===== src/rtl/spart_rx.sv =====
// ----------------------------------------------------------------------------
// spart_rx
//   Asynchronous serial receiver for the mini SPART. It decodes 8N1 frames
//   (LSB first, idle high) from RxD using the same OVERSAMPLE-per-bit baud
//   enable as the transmitter. Each completed frame is handed to the bus side
//   as one held byte, together with a read-data-available flag.
//
// Ports
//   clk        in   system clock
//   rst        in   synchronous active-high reset
//   en         in   baud enable, OVERSAMPLE one-clk pulses per bit time
//   RxD        in   asynchronous serial input
//   clr_rda    in   bus read strobe; consumes the held byte
//   rx_data    out  last accepted byte
//   rda        out  received data available
//   frame_err  out  stop bit of the last accepted byte was sampled low
//   overrun    out  a byte completed while rda was still set (byte dropped)
//
// Parameters
//   DATA_BITS   payload bits per frame
//   OVERSAMPLE  en ticks per bit; a power of two and >= 4
// ----------------------------------------------------------------------------
module spart_rx #(
    parameter int DATA_BITS  = 8,
    parameter int OVERSAMPLE = 16
) (
    input  logic                 clk,
    input  logic                 rst,
    input  logic                 en,
    input  logic                 RxD,
    input  logic                 clr_rda,
    output logic [DATA_BITS-1:0] rx_data,
    output logic                 rda,
    output logic                 frame_err,
    output logic                 overrun
);

    localparam int SW = $clog2(OVERSAMPLE);
    localparam int BW = (DATA_BITS > 1) ? $clog2(DATA_BITS) : 1;

    // Tick that lands mid start bit, and the tick one full bit later which
    // therefore lands mid every following bit.
    localparam logic [SW-1:0] MID_CNT  = SW'(OVERSAMPLE / 2 - 1);
    localparam logic [SW-1:0] LAST_CNT = SW'(OVERSAMPLE - 1);
    localparam logic [BW-1:0] LAST_BIT = BW'(DATA_BITS - 1);

    typedef enum logic [2:0] {
        S_IDLE,
        S_START,
        S_DATA,
        S_STOP,
        S_BREAK
    } state_t;

    state_t                 state_q, state_d;
    logic                   sync1_q;
    logic                   rxs_q;
    logic [SW-1:0]          sample_q, sample_d;
    logic [BW-1:0]          bit_q, bit_d;
    logic [DATA_BITS-1:0]   shift_q, shift_d;
    logic [DATA_BITS-1:0]   data_q, data_d;
    logic                   rda_q, rda_d;
    logic                   fe_q, fe_d;
    logic                   ovr_q, ovr_d;
    logic                   complete;

    // ------------------------------------------------------------------
    // Next-state and output logic
    // ------------------------------------------------------------------
    always_comb begin
        state_d  = state_q;
        sample_d = sample_q;
        bit_d    = bit_q;
        shift_d  = shift_q;
        data_d   = data_q;
        rda_d    = rda_q;
        fe_d     = fe_q;
        ovr_d    = ovr_q;
        complete = 1'b0;

        case (state_q)
            S_IDLE: begin
                if (en && !rxs_q) begin
                    state_d  = S_START;
                    sample_d = '0;
                end
            end

            S_START: begin
                if (en) begin
                    if (sample_q == MID_CNT) begin
                        // Re-check the line mid start bit; a short low
                        // pulse is dropped silently.
                        if (!rxs_q) begin
                            state_d  = S_DATA;
                            sample_d = '0;
                            bit_d    = '0;
                        end else begin
                            state_d  = S_IDLE;
                        end
                    end else begin
                        sample_d = sample_q + 1'b1;
                    end
                end
            end

            S_DATA: begin
                if (en) begin
                    // Counter wraps to 0 after LAST_CNT, starting the next bit.
                    sample_d = sample_q + 1'b1;
                    if (sample_q == LAST_CNT) begin
                        // Right shift: first bit received ends up in bit 0.
                        shift_d[DATA_BITS-1] = rxs_q;
                        for (int i = 0; i < DATA_BITS - 1; i++)
                            shift_d[i] = shift_q[i+1];
                        if (bit_q == LAST_BIT)
                            state_d = S_STOP;
                        else
                            bit_d = bit_q + 1'b1;
                    end
                end
            end

            S_STOP: begin
                if (en) begin
                    sample_d = sample_q + 1'b1;
                    if (sample_q == LAST_CNT) begin
                        complete = 1'b1;
                        // A low stop bit may be a break; wait for the line to
                        // go high before arming for a new start bit.
                        state_d  = rxs_q ? S_IDLE : S_BREAK;
                    end
                end
            end

            S_BREAK: begin
                if (en && rxs_q)
                    state_d = S_IDLE;
            end

            default: state_d = S_IDLE;
        endcase

        // Bus-side holding register. A completing byte is accepted if the
        // holder is empty or is being read in this very cycle; otherwise it
        // is dropped and flagged.
        if (complete) begin
            if (!rda_q || clr_rda) begin
                data_d = shift_q;
                rda_d  = 1'b1;
                fe_d   = ~rxs_q;
                if (clr_rda)
                    ovr_d = 1'b0;
            end else begin
                ovr_d = 1'b1;
            end
        end else if (clr_rda) begin
            rda_d = 1'b0;
            ovr_d = 1'b0;
        end
    end

    // ------------------------------------------------------------------
    // Registers
    // ------------------------------------------------------------------
    always_ff @(posedge clk) begin
        if (rst) begin
            state_q  <= S_IDLE;
            sync1_q  <= 1'b1;
            rxs_q    <= 1'b1;
            sample_q <= '0;
            bit_q    <= '0;
            shift_q  <= '0;
            data_q   <= '0;
            rda_q    <= 1'b0;
            fe_q     <= 1'b0;
            ovr_q    <= 1'b0;
        end else begin
            state_q  <= state_d;
            sync1_q  <= RxD;
            rxs_q    <= sync1_q;
            sample_q <= sample_d;
            bit_q    <= bit_d;
            shift_q  <= shift_d;
            data_q   <= data_d;
            rda_q    <= rda_d;
            fe_q     <= fe_d;
            ovr_q    <= ovr_d;
        end
    end

    assign rx_data   = data_q;
    assign rda       = rda_q;
    assign frame_err = fe_q;
    assign overrun   = ovr_q;

endmodule


===== config.mk =====
export PLATFORM = sky130hd
export DESIGN_NAME = spart_rx
export DESIGN_NICKNAME = d
export VERILOG_FILES = /design/src/rtl/spart_rx.sv
export SDC_FILE = /design/constraint.sdc
export NUM_CORES = 1
export LEC_CHECK = 0
export CORE_ASPECT_RATIO = 1.4
export CORE_UTILIZATION = 40
export DETAILED_ROUTE_END_ITERATION = 7
export SETUP_SLACK_MARGIN = 0.3
export SLEW_MARGIN = 15
export SYNTH_ARGS = -nofsm -noshare
export SYNTH_HDL_FRONTEND = slang
export SYNTH_SLANG_ARGS = --single-unit

===== constraint.sdc =====
create_clock -name clk -period 1.7 [get_ports clk]
set_input_delay 0.34 -clock clk [delete_from_list [all_inputs] [get_ports clk]]
set_output_delay 0.34 -clock clk [all_outputs]
set_load 0.03 [all_outputs]

; ---- Word level (Yosys, flattened, before mapping)
; Cells that the tools add are included.
[op_classes]
add_sub_neg = 2
n_eq_ne = 21
n_mux = 34
bitwise_logic = 1
n_reduce_logical = 16
[ops]
columns = op, count
row1 = two-way mux 3 bit, 16
row2 = inequality test 2 bit (second input constant), 11
row3 = two-way mux 4 bit, 5
row4 = one-hot mux 3 bit (5 select lines), 1
row5 = one-hot mux 4 bit (3 select lines), 1
row6 = two-way mux 1 bit, 9
row7 = AND reduction 9 bit, 1
row8 = AND reduction 7 bit, 1
row9 = == test 3 x 2 -> 1 bit (second input constant), 2
row10 = == test 3 bit (second input constant), 2
row11 = one-hot mux 3 bit (2 select lines), 1
row12 = AND reduction 5 bit, 1
row13 = adder 4 x 1 -> 4 bit (second input constant), 1
row14 = == test 4 x 3 -> 1 bit (second input constant), 1
row15 = == test 4 bit (second input constant), 1
row16 = inequality test 2 x 1 -> 1 bit (second input constant), 2
row17 = AND reduction 2 bit, 2
row18 = nonzero test 2 bit, 2
row19 = adder 3 x 1 -> 3 bit (second input constant), 1
row20 = == test 3 x 1 -> 1 bit (second input constant), 1
row21 = logical NOT 3 bit, 1
row22 = inequality test 3 bit (second input constant), 1
row23 = AND reduction 3 bit, 1
row24 = nonzero test 3 bit, 1
row25 = 6 further kinds, 8
[totals]
register_bits = 31
in_bits = 5
output_inout_bits = 11
word_cells = 84

; ---- Longest topological paths before layout
; Gate-level depths: netlist (run 1).
[logic_depth]
depth_word = 6
ltp_mapped = 8
depth_no_buf = 7

; ---- Worst setup path before layout (run 1)
; Ideal clock, no wire load.
[synth_timing]
path_kind = register to register
startpoint = register sample_q[0]
endpoint = register state_q[0]
setup_ps = 71
arrival_ps = 1699
required_ps = 1629
path_slack_ps = -69
stages_incl_launch_ff = 7
n_path_buf = 0
synth_period_minus_slack_ps = 1769
path_cell_list = dfxtp_1 ha_1 nand3b_1 nor3b_2 a211o_1 or4b_1 a21oi_1
[synth_between]
elab_chain_len = 3
word_cells_on_any_way = 6
classes_between = 5 x eq/ne / 1 x reduce/logical
[synth_rtl]
columns = element, line
row1 = start: declaration, 58  ; logic [SW-1:0] sample_q, sample_d;
row2 = start signal: assignment, 182  ; sample_q <= sample_d;
row3 = == test 4 bit / == test 4 x 3 -> 1 bit (equally long branches), "111, 127, 91"
row4 = inequality test 2 bit (no line), --
row5 = AND reduction 9 bit (no line) (*), --
row6 = end signal: assignment, 179  ; state_q <= state_d;
row7 = end: declaration, 55  ; state_t state_q, state_d;
; Mark *: on every way between the ends. The rest lies on a longest branch, timed or not.
; A chain may end at the register's enable or synchronous reset.

; ---- Final worst setup path (run 1)
; Same ends and word-level chain as after synthesis.

==> results of run 1 <==
==> per-stage QoR <==
step                      std cells  hold WS (ns)
after floorplan                 151        0.3895
after global routing            231        0.4231
after detailed placement        217        0.3969
after global placement          217        0.3939
final                           231        0.4132
after CTS                       230        0.4174
==> power groups by stage <==
stage	Combinational, µW	Clock [µW]	Sequential [µW]
after CTS	208	677	767
after detailed placement	183	0	780
after global routing	232	700	772
after global placement	179	0	780
final	211	658	770
after floorplan	123	0	766
==> logic make-up after synthesis <==
| group | after synthesis | synth area share |
|---|---|---|
| and+or+nand+nor | 58 | 0.2140 |
| AOI/OAI and AO/OA | 29 | 0.1510 |
| DFF | 31 | 0.4405 |
| buffers and inverters | 12 | 0.03996 |
| adders and majority gates | 3 | 0.02665 |
| muxes | 18 | 0.1279 |
==> how the worst max path moves through the flow <==
| stage | from | cells after the start | end | slack, ns |
|---|---|---|---|---|
| 6_report | sample_q[0]$_SDFFE_PP0P_ | 6 | state_q[0]$_SDFFE_PP0P_ | -0.02 |
| 4_1_cts | sample_q[0]$_SDFFE_PP0P_ | 6 | state_q[0]$_SDFFE_PP0P_ | -0.03 |
| 3_5_place_dp | en | 6 | state_q[0]$_SDFFE_PP0P_ | -0.28 |
| 5_1_grt | sample_q[0]$_SDFFE_PP0P_ | 6 | state_q[0]$_SDFFE_PP0P_ | -0.11 |
| 3_3_place_gp | en | 5 | sample_q[2]$_SDFFE_PP0P_ | -0.23 |
| 2_1_floorplan | sample_q[1]$_SDFFE_PP0P_ | 6 | state_q[0]$_SDFFE_PP0P_ | -0.005 |
==> routing by layer <==
| metal | up-vias | GRT usage |
|---|---|---|
| met2 | 28 | 0.3447 |
| met4 | 0 | 0.1287 |
| met5 | - | 0 |
| met1 | 595 | 0.2289 |
| met3 | 13 | 0.06289 |
| li1 | 613 | - |
==> cells in the mapped netlist, types with 3 or more instances <==
cell type  number
dfxtp_1        31
nor2_1         24
mux2i_1        18
a21oi_1        11
nand2b_1        6
nand3_1         6
clkbuf_1        4
nand2_1         4
o21ai_0         4
buf_2           3
ha_1            3
inv_1           3
nor3_1          3
==> sequential cells by signal, summed over array words and instances (netlist names) <==
name       cells
rx_data        8
shift_q        8
sample_q       4
bit_q          3
state_q        3
frame_err      1
overrun        1
rda            1
rxs_q          1
sync1_q        1
==> layout make-up <==
cell class	count	area [µm²]	share of cell area
well taps	40	50.05	0.02497
inverters	3	11.26	0.005618
multi-input cells	108	863.3	0.4307
flip-flops and latches	31	630.6	0.3146
clock buffers	7	96.34	0.04806
clock inverters	1	7.507	0.003745
repair buffers	41	345.3	0.1723
==> worst max-delay path, delay by kind of cell (launching register included) <==
kind | cells | cell delay [ns]
simple gates | 3 | 0.80
fa+ha+maj | 1 | 0.14
compound gates | 2 | 0.36
flops | 1 | 0.36
==> what timing repair did <==
item,4_1_cts,5_1_grt
pin swaps,12,10
gates resized for setup,22,11
endpoints found under the setup margin,39,30
setup buffers,5,1
==> results.md, run 1 <==
* Avg WL per Cell at 14.50 µm
* Distinct cells, synth at 40
* Worst hold stages at 1
* Worst Hold Launch: sync1_q$_SDFF_PP1_
* Initial Util at 0.4170
* Post-CTS Hold Fix Bufs at 0
* Slowest stage delay, CP at 0.46 ns
* Setup CP Type: register to register
* Ys async rst share at 0
* Initial antenna violation count at 0
* Flops & latches, synth at 31
* Clock power share at 0.402
* Internal Power at between 1000 and 1500 µW
* RSZ-0062 raised after global routing: yes
* Total GRT Usage at 0.2088
* WP data arrival at 1.94 ns
* I/O pins at 16
* CTS tree: built
* Syn. warnings at 0
* Tot Pwr at 1638 µW
* Sw Pwr at 411.5 µW
* Post-synth EDFFs at 0
* Outcome: finished with violations
* Uppermost layer routed: met4
* Number of nets still failing antenna checks after routing at 0
* Top post-synthesis cells by area: dfxtp_1, mux2i_1, nor2_1
* WL met3 at 138 µm
* Worst Reg-to-Reg Cells at 6
* Yosys top cell by area: dfxtp_1
* Net Sw Frac at 0.2512
* R2r setup slk at -0.02 ns
* FF-to-FF Start: sample_q[0]$_SDFFE_PP0P_
* Chip Height at 72.22 µm
* Clock-pin slew on the worst setup and hold paths at 0.07 ns
* Number of remaining DRC errors at 0
* Commonest non-fill, non-tap cell in the layout: dfxtp_1
* Core Area at 3378 µm²
* Period minus WS final at ~1.7 ns
* Comb pwr share at 0.129
* Total gr overflow at 0
* Setup crit start kind: register
* Worst r2r dst: state_q[0]$_SDFFE_PP0P_
* Layout area overhead at 42.27%
* Post-synthesis sequential area ratio at 0.4405
* Synthesized cell area at about 1400 µm²
* Max IR drop VDD at just over 0.0007 V
* Fill count at 321
* Initial DRC Count at 36
* DR vias at 1,249
* DP HPWL at around 2300 µm
* Max-cap violations at 0
* DRT Pass-1 Iters at 4
* Leak pwr at 0.0008822 µW
* GPL Wtd Cong at 0.8003
* Clk_skew at between 0.006 and 0.007 ns
* Mapped Cells at 151
* Commonest cells after routing, fill and taps aside: dfxtp_1, buf_4, nor2_1, mux2i_1, dlygate4sd2_1
* Cts bufs inserted at 5
* Max Buffers Root-to-Sink at 2
* Die Area at 3767 µm²
* Final worst slack at -0.02029 ns
* Die width at approximately 52 µm
* Share of power burned in registers at 0.470
* Synthesized Nets at 159
* P per Cell Area at slightly above 800 nW/µm²
* Worst-path maximum fanout at 3
* Design area at 2004 µm²
* Met2 WL at 1735 µm
* Crit-path slowest cell: or4b_1
* Clk_lat worst skew at between 0.2 and 0.3 ns
* Top_reg_cell synth: dfxtp_1
* Final Hold Vio Count at 0
* Layout Nets at 198
* Setup TNS at -0.02029 ns
* Failing checks: negative setup slack
* Root buffer cell: clkbuf_8
* Share of the synthesized area in the top cell type at 0.4405
* Hold path endpoint: rxs_q$_SDFF_PP1_
* First-pass GRT wire length at around 5700 µm
* Share of cells above drive strength 1 at 0.3613
* Pin count of the biggest net entering global routing at 15
* Worst min-delay path class: register to register
* Diode count at 0
* CP cell instances: ha_4 > nand3b_1 > nor3b_4 > a211o_1 > or4b_1 > a21oi_1
* Max Freq at between 500 and 600 MHz
* Crit end category: register
* Row count at 25
* Slew Limit Fails at 0
* Avg Cell Area, Syn at roughly 9.3 µm²
* H-tree depth at 2
* IO Port Bufs at 15
* Via/cell ratio at 5.407
* Sink Count at 31
* Core Util, Final at 0.5933
* Cell Area, Placed at 1798 µm²
* Post-Route WL at approximately 3300 µm
* Post-Route M1 WL at 1349 µm
* Vias in the first global route at 1,287
* Measured slew at the worst slew-check pin at 0.4539 ns
* Slew margin rel. at 0.6965
* CP required at 1.92 ns
* Final setup viols at 1
* Pre-CTS setup slack at -0.2818 ns
* Period utilization at 1.012
Power figures use the tool's default switching activity.
==> run 2, diff against run 1 <==
CORE_UTILIZATION = 30   (was 40)
==> results.md, run 2 (same netlist as run 1, synthesis figures left out) <==
* Initial Util at 0.3106
* Met2 WL at a little under 2000 µm
* Layout Nets at 205
* DR vias at between 1,000 and 1,500
* Total gr overflow at 0
* IO Port Bufs at 15
* Final Hold Vio Count at 0
* Post-CTS Hold Fix Bufs at 0
* Slowest stage delay, CP at approximately 0.5 ns
* Crit end category: register
* Clk_skew at between 0.005 and 0.006 ns
* Total GRT Usage at 0.1640
* Worst min-delay path class: register to register
* Final setup viols at 5
* Worst Reg-to-Reg Cells at 6
* Core Area at 4536 µm²
* Row count at 29
* Setup CP Type: register to register
* WL met3 at 145 µm
* Worst-path maximum fanout at 2
* DRT Pass-1 Iters at 4
* Commonest non-fill, non-tap cell in the layout: dfxtp_1
* I/O pins at 16
* Max Freq at between 500 and 600 MHz
* Fill count at 416
* Uppermost layer routed: met4
* Diode count at 0
* Period minus WS final at 1.815 ns
* Failing checks: negative setup slack
* Final worst slack at -0.1149 ns
* Die width at 59.92 µm
* Die Area at 4978 µm²
* CTS tree: built
* Max IR drop VDD at 0.0006200 V
* Avg WL per Cell at 14.45 µm
* Max Buffers Root-to-Sink at 2
* CP cell instances: ha_4 > nand3b_1 > nor3b_4 > a211o_1 > or4b_1 > a21oi_2
* Chip Height at approximately 83 µm
* Share of cells above drive strength 1 at 0.3788
* Vias in the first global route at 1,285
* Crit-path slowest cell: or4b_1
* Leak pwr at 0.0009156 µW
* Cts bufs inserted at 5
* Sink Count at 31
* GPL Wtd Cong at 0.8733
* Period utilization at 1.068
* Slew margin rel. at 0.7466
* Clk_lat worst skew at 0.29 ns
* Root buffer cell: clkbuf_8
* P per Cell Area at 788.9 nW/µm²
* Layout area overhead at 51.15%
* Worst hold stages at 1
* Number of remaining DRC errors at 0
* Slew Limit Fails at 0
* Post-Route WL at 3757 µm
* First-pass GRT wire length at 6037 µm
* Multi-input logic area at between 800 and 900 µm²
* Initial antenna violation count at 0
* Pin count of the biggest net entering global routing at 13
* RSZ-0062 raised after global routing: yes
* DP HPWL at 2437 µm
* CP required at 1.92 ns
* Post-Route M1 WL at approximately 1500 µm
* Commonest cells after routing, fill and taps aside: dfxtp_1, buf_4, nor2_1, mux2i_1
* Via/cell ratio at 5.012
* Core Util, Final at 0.4695
* Clock-pin slew on the worst setup and hold paths at about 0.07 ns
* Measured slew at the worst slew-check pin at 0.3801 ns
* Max-cap violations at 0
* Setup crit start kind: register
* WP data arrival at roughly 2.0 ns
* H-tree depth at 2
* Outcome: finished with violations
* Initial DRC Count at 26
* Setup TNS at -0.1667 ns
* Number of nets still failing antenna checks after routing at 0
* Reg area at 633.1 µm²
run 2: final cells by class:
type,instances,area share
tap,62,0.03643
multi-input combinational,108,0.4013
clock buffer,7,0.04524
inverter,3,0.005288
clock inverter,1,0.003525
timing repair buffer,48,0.2109
sequential,31,0.2973
run 2: what timing repair did:
item | CTS | global route
resized for setup | 29 | 21
pin swaps | 17 | 12
setup buffers | 7 | 5
endpoints found under the setup margin | 37 | 36
gates cloned | 1 | 0
run 2: layer usage:
| metal | GRT usage | vias up |
|---|---|---|
| met2 | 0.2626 | 33 |
| li1 | - | 622 |
| met3 | 0.06386 | 13 |
| met5 | 0 | - |
| met1 | 0.1768 | 635 |
| met4 | 0.09514 | 0 |
run 2: per-stage QoR:
step / hold slack, ns / area (µm²) / total power (µW) / cells / setup WS, ns
6_report: 0.4065 / 2130 / 1680 / 260 / -0.1149
5_1_grt: 0.4207 / 2130 / 1761 / 260 / -0.1781
4_1_cts: 0.4094 / 2062 / 1657 / 255 / -0.04705
3_5_place_dp: 0.3975 / 1826 / 973.7 / 239 / -0.3038
3_3_place_gp: 0.3934 / 1826 / 969.6 / 239 / -0.2249
2_1_floorplan: 0.3895 / 1505 / 889.5 / 151 / -0.005343
run 2: worst paths after layout:
check	start	to	slack, ns
min	sync1_q$_SDFF_PP1_	rxs_q$_SDFF_PP1_	0.41
min reg2reg	sync1_q$_SDFF_PP1_	rxs_q$_SDFF_PP1_	0.41
max	sample_q[1]$_SDFFE_PP0P_	state_q[0]$_SDFFE_PP0P_	-0.11
max reg2reg	sample_q[1]$_SDFFE_PP0P_	state_q[0]$_SDFFE_PP0P_	-0.11
run 2: where the power goes:
part           internal, µW  switching, µW
combinational           147            113
clock                   368            291
sequential              738           23.1
total                  1250            427
run 2: worst max-delay path, delay by kind of cell, from the launching register on:
kind                     cells  cell delay, ns
AND/OR/NAND/NOR              3            0.87
AO/OA/AOI/OAI                2            0.39
flip-flops                   1            0.35
adder cells (fa/ha/maj)      1            0.14
